--- config.mk ---
export PLATFORM = sky130hd
export DESIGN_NAME = shift_arb_ctrl
export DESIGN_NICKNAME = d
export VERILOG_FILES = /design/src/rtl/shift_pkg.sv /design/src/rtl/rr_arb2.sv /design/src/rtl/shift_arb_ctrl.sv
export SDC_FILE = /design/constraint.sdc
export NUM_CORES = 1
export LEC_CHECK = 0
export BUFFER_PORTS_ARGS = -buffer_cell sky130_fd_sc_hd__buf_2
export CAP_MARGIN = 20
export CORE_MARGIN = 2
export CORE_UTILIZATION = 45
export DETAILED_ROUTE_END_ITERATION = 7
export GPL_TIMING_DRIVEN = 0
export PLACE_DENSITY = 0.72
export SLEW_MARGIN = 40
export SYNTH_ARGS = -nofsm -noshare
export SYNTH_HDL_FRONTEND = slang
export SYNTH_SLANG_ARGS = --single-unit
--- constraint.sdc ---
create_clock -name clk -period 2 [get_ports clk]
set_input_delay 0.4 -clock clk [delete_from_list [all_inputs] [get_ports clk]]
set_output_delay 0.4 -clock clk [all_outputs]
set_load 0.1 [all_outputs]
--- src/rtl/shift_pkg.sv ---
// Shared types and constants for the shift_arb_ctrl serializer slice.
package shift_pkg;

    typedef enum logic {
        ST_IDLE  = 1'b0,
        ST_SHIFT = 1'b1
    } state_t;

    localparam logic SRC0 = 1'b0;
    localparam logic SRC1 = 1'b1;

endpackage

--- src/rtl/rr_arb2.sv ---
// Combinational two-way round-robin grant; the pointer register lives in the caller.
module rr_arb2
    import shift_pkg::*;
(
    input  logic [1:0] valid,
    input  logic       rr,
    input  logic       window,
    output logic [1:0] ready,
    output logic       grant_id
);

    // A lone valid requester wins; contention (or no request) falls back to the pointer.
    always_comb begin
        grant_id = rr;
        if (valid == 2'b01) begin
            grant_id = SRC0;
        end else if (valid == 2'b10) begin
            grant_id = SRC1;
        end
        ready = {window && (grant_id == SRC1), window && (grant_id == SRC0)};
    end

endmodule

--- src/rtl/shift_arb_ctrl.sv ---
// Round-robin scheduler feeding one LSB-first parallel-to-serial shifter from two requesters.
module shift_arb_ctrl
    import shift_pkg::*;
#(
    parameter int unsigned WIDTH = 8
) (
    input  logic             clk,
    input  logic             rst,
    input  logic             req0_valid,
    input  logic [WIDTH-1:0] req0_data,
    output logic             req0_ready,
    input  logic             req1_valid,
    input  logic [WIDTH-1:0] req1_data,
    output logic             req1_ready,
    output logic             sout,
    output logic             sout_valid,
    output logic             sout_first,
    output logic             sout_last,
    output logic             sout_src,
    output logic             busy
);

    localparam int unsigned CNT_W = (WIDTH > 1) ? $clog2(WIDTH) : 1;
    localparam logic [CNT_W-1:0] CNT_LAST = CNT_W'(WIDTH - 1);

    state_t             state_q, state_d;
    logic [WIDTH-1:0]   shreg_q, shreg_d;
    logic [CNT_W-1:0]   cnt_q, cnt_d;
    logic               src_q, src_d;
    logic               rr_q, rr_d;

    logic               at_last;
    logic               window;
    logic [1:0]         ready;
    logic               grant_id;
    logic               accept;

    assign at_last = (state_q == ST_SHIFT) && (cnt_q == CNT_LAST);
    // Reset closes the window so neither requester sees ready while rst is high.
    assign window  = !rst && ((state_q == ST_IDLE) || at_last);

    rr_arb2 u_arb (
        .valid    ({req1_valid, req0_valid}),
        .rr       (rr_q),
        .window   (window),
        .ready    (ready),
        .grant_id (grant_id)
    );

    assign req0_ready = ready[0];
    assign req1_ready = ready[1];
    assign accept     = (req0_valid && ready[0]) || (req1_valid && ready[1]);

    // Shift/advance each SHIFT cycle; an accept overrides with a fresh load.
    always_comb begin
        state_d = state_q;
        shreg_d = shreg_q;
        cnt_d   = cnt_q;
        src_d   = src_q;
        rr_d    = rr_q;
        if (state_q == ST_SHIFT) begin
            shreg_d = shreg_q >> 1;
            cnt_d   = cnt_q + CNT_W'(1);
            if (cnt_q == CNT_LAST) begin
                state_d = ST_IDLE;
            end
        end
        if (accept) begin
            shreg_d = (grant_id == SRC1) ? req1_data : req0_data;
            cnt_d   = '0;
            src_d   = grant_id;
            rr_d    = ~grant_id;
            state_d = ST_SHIFT;
        end
    end

    always_ff @(posedge clk) begin
        if (rst) begin
            state_q <= ST_IDLE;
            shreg_q <= '0;
            cnt_q   <= '0;
            src_q   <= SRC0;
            rr_q    <= SRC0;
        end else begin
            state_q <= state_d;
            shreg_q <= shreg_d;
            cnt_q   <= cnt_d;
            src_q   <= src_d;
            rr_q    <= rr_d;
        end
    end

    assign sout       = shreg_q[0];
    assign sout_valid = (state_q == ST_SHIFT);
    assign busy       = (state_q == ST_SHIFT);
    assign sout_first = (state_q == ST_SHIFT) && (cnt_q == '0);
    assign sout_last  = at_last;
    assign sout_src   = src_q;

endmodule
==> flow_metrics.tcl <==
set metrics [dict create \
    synth_area_um2 908 \
    antenna_cells 0 \
    via_count 947 \
    clkTransAtPathRegs_ns 0.09 \
    startpoint_type "input port" \
    drive_gt1_frac 0.393 \
    rr_startpoint "cnt_q[1]$_SDFFE_PP0P_" \
    io_buffers 27 \
    synth_xor_area_frac 0.00964 \
    hold_viol 0 \
    skew_ns 0.00179 \
    cp.required_ns 1.60 \
    ant_nets 0 \
    drc 0 \
    whs_endpoint "shreg_q[3]$_SDFFE_PP0P_" \
    min_path_cells 3 \
    maxCapViolations 0 \
    p_comb_frac 0.326 \
    insertion_delay_ns 0.28 \
    synth_compound_area_frac 0.212 \
    die_y_um 48.9 \
    syn_avg_cell_area_um2 8.91 \
    syn-num-nets 125 \
    hp-start "req0_data[3]" \
    utilization 0.628 \
    cts_sinks 14 \
    grt_pass1_wl_um 4280 \
    clock_path_buffers 2 \
    ff2ff_setup_slack_ns 0.16 \
    n_fill_cell 183 \
    final_area_um2 1220 \
    fmax_mhz 513 \
    synth.top_cell.area_share 0.309 \
    synth_warnings 0 \
    h-tree-depth 1 \
    grt_max_degree 15 \
    setup_viol_count_final 0 \
    relSlewSlack 0.495 \
    seqPwrFrac 0.404 \
    timing.rr.end "shreg_q[7]$_SDFFE_PP0P_" \
    path_max_fanout 10 \
    gr-total-overflow 0 \
    status "completed" \
    crit_arrival_ns 1.55 \
    final_max_slew_viol_count 0 \
    p_clk_frac 0.270 \
    power.switching_mw 0.278 \
    synthMuxAreaShare 0.0220 \
    rows 16 \
    synth_simple_gate_area_frac 0.315 \
    areaGrowthSynthToFinish_pct 34.3 \
    ys_ff_latch 14 \
    syn-instance-count 102 \
    max_slew.worst_pin.slew_ns 0.756 \
    root_buffer "clkbuf_4" \
    dp_slack_ns -0.214 \
    final_cells 162 \
    swShare 0.357 \
    start_util 0.468 \
    netlist_top_cells_area "dfxtp_1 (31%), or4b_1 (8.8%), nand4b_1 (7.7%), o32ai_1 (6.7%), nor2_1 (5.8%)" \
    power_density_nw_per_um2 638 \
    finalCritPeriodShare 0.975 \
    min_period_ns 1.95 \
    antenna_found_initial 0 \
    die_x_um 48.9 \
    yosysTopAreaCell "dfxtp_1" \
    core_area_um2 1940 \
    ir_drop_v 0.000373 \
    yosysSeqAreaShare 0.309 \
    boundaryPins 28 \
    setup_ws_ns 0.0493 \
    leakagePower_nw 0.501 \
    routedWlPerCell_um 14.6 \
    startpoint "req1_valid" \
    die_area_um2 2390 \
    synth_adder_area_share 0.0523 \
    synth_top_family_by_area "simple AND/OR/NAND/NOR gates" \
    layout.nets 159 \
    min_path_type "in2reg" \
    cts_tree "built" \
    placed_area_um2 1110 \
    p_int_mw 0.501 \
    worst-setup-path-type "in2out" \
    dp_hpwl_um 1600 \
    rsz0062_at_grt "true" \
    firstDrtPassIters 4 \
    drt_wl_total_um 2370 \
    first_global_vias 912 \
    globalplace.congestion 0.802 \
    first_iter_violations 41 \
    dp.cells 156 \
    ys_types 29 \
    endpoint_kind "primary output" \
    numCtsBuffers 3 \
    avgViaCountPerCell 5.85 \
    ff2ff_path_depth 7 \
    grtUsageTotal 0.224 \
]
==> power groups by stage <==
stage | Combinational (mW) | Sequential [mW] | Clock [mW]
global route | 0.272 | 0.317 | 0.235
finish | 0.254 | 0.314 | 0.210
CTS | 0.250 | 0.313 | 0.210
global placement | 0.234 | 0.319 | 0
detailed placement | 0.236 | 0.320 | 0
floorplan | 0.149 | 0.350 | 0
==> how the worst max path moves through the flow <==
stage                     cells past startpoint          to  slack (ns)
final                                         5  req0_ready        0.05
after global routing                          7  req1_ready       -0.01
after CTS                                     5  req0_ready       0.002
after detailed placement                      8  req1_ready       -0.21
after global placement                        5  req0_ready       -0.16
after floorplan                               5  req0_ready       -0.14
==> layout by cell type, fill, tap and decap left out, types with 2 or more instances in the layout <==
cell type,Yosys,routed
buf_12,0,2
buf_4,1,4
nand4b_1,8,8
buf_6,2,2
buf_2,1,26
clkbuf_2,0,2
dfxtp_1,14,11
nor2_1,14,12
a311oi_1,6,6
nand2_1,9,9
ha_4,0,2
or4b_1,8,8
a311oi_2,2,2
inv_1,4,4
clkbuf_1,5,2
o32ai_1,7,7
mux2i_1,2,2
nand2b_1,2,2
dfxtp_2,0,2
clkbuf_4,0,3
==> what timing repair did <==
action                                  in CTS  in global routing
hold endpoints to repair                     0                  0
pin swaps                                    0                  0
resized for setup                           14                  4
setup buffers                                3                  0
hold buffers                                 0                  0
endpoints found under the setup margin       2                  2
==> worst max-delay path, cell delays in order <==
cell and delay, ns:
buf_2 0.12, buf_2 0.18, maj3_1 0.41, nor3_4 0.19
buf_6 0.24
==> cell type report <==
type	instances	area (um2)	area share
clock buffer	4	36.3	0.0297
tap	27	33.8	0.0277
multi-input combinational	74	604	0.495
timing repair buffer	30	179	0.147
buffer	9	65.1	0.0533
sequential	14	287	0.235
inverter	4	15.0	0.0123
==> routing by layer <==
layer,GRT usage,share of wire,vias to the layer above
met2,0.372,0.49,30
met4,0.0762,0.011,0
li1,-,-,454
met3,0.0368,0.056,5
met5,0,0,-
met1,0.295,0.45,458
==> cells in the mapped netlist <==
master and instances:
a21boi_1 1, a21oi_1 1, a22o_1 1, a311oi_1 6, a311oi_2 2, a32o_1 1
and2_1 2, buf_1 1, buf_2 1, buf_4 1, buf_6 2, clkbuf_1 5
dfxtp_1 14, ha_1 3, inv_1 4, maj3_1 1, mux2i_1 2, nand2_1 9
nand2b_1 2, nand4b_1 8, nor2_1 14, nor2b_4 1, nor3_1 1, o21ba_2 1
o21bai_1 1, o32ai_1 7, or3_1 1, or4b_1 8, xnor2_1 1
==> state kept, by name, summed over array words and instances, names as in the netlist <==
register  flops
sout_src      1
rr_q          1
shreg_q       8
busy          1
cnt_q         3
==> metrics by stage <==
stage | setup TNS, ns | power [mW] | hold slack, ns
after floorplan | -0.149 | 0.500 | 0.476
final | 0 | 0.778 | 0.398
after global placement | -0.309 | 0.553 | 0.467
after global routing | -0.0127 | 0.824 | 0.396
after detailed placement | -0.371 | 0.555 | 0.463
after CTS | 0 | 0.774 | 0.403
==> cells by family after synthesis <==
kind of cell	count (synthesis)
simple gates	46
compound gates	21
buf+inv	14
flops	14
fa+ha+maj	4
mux	2
xor+xnor	1
No activity file was read; power rests on OpenSTA's default activity.
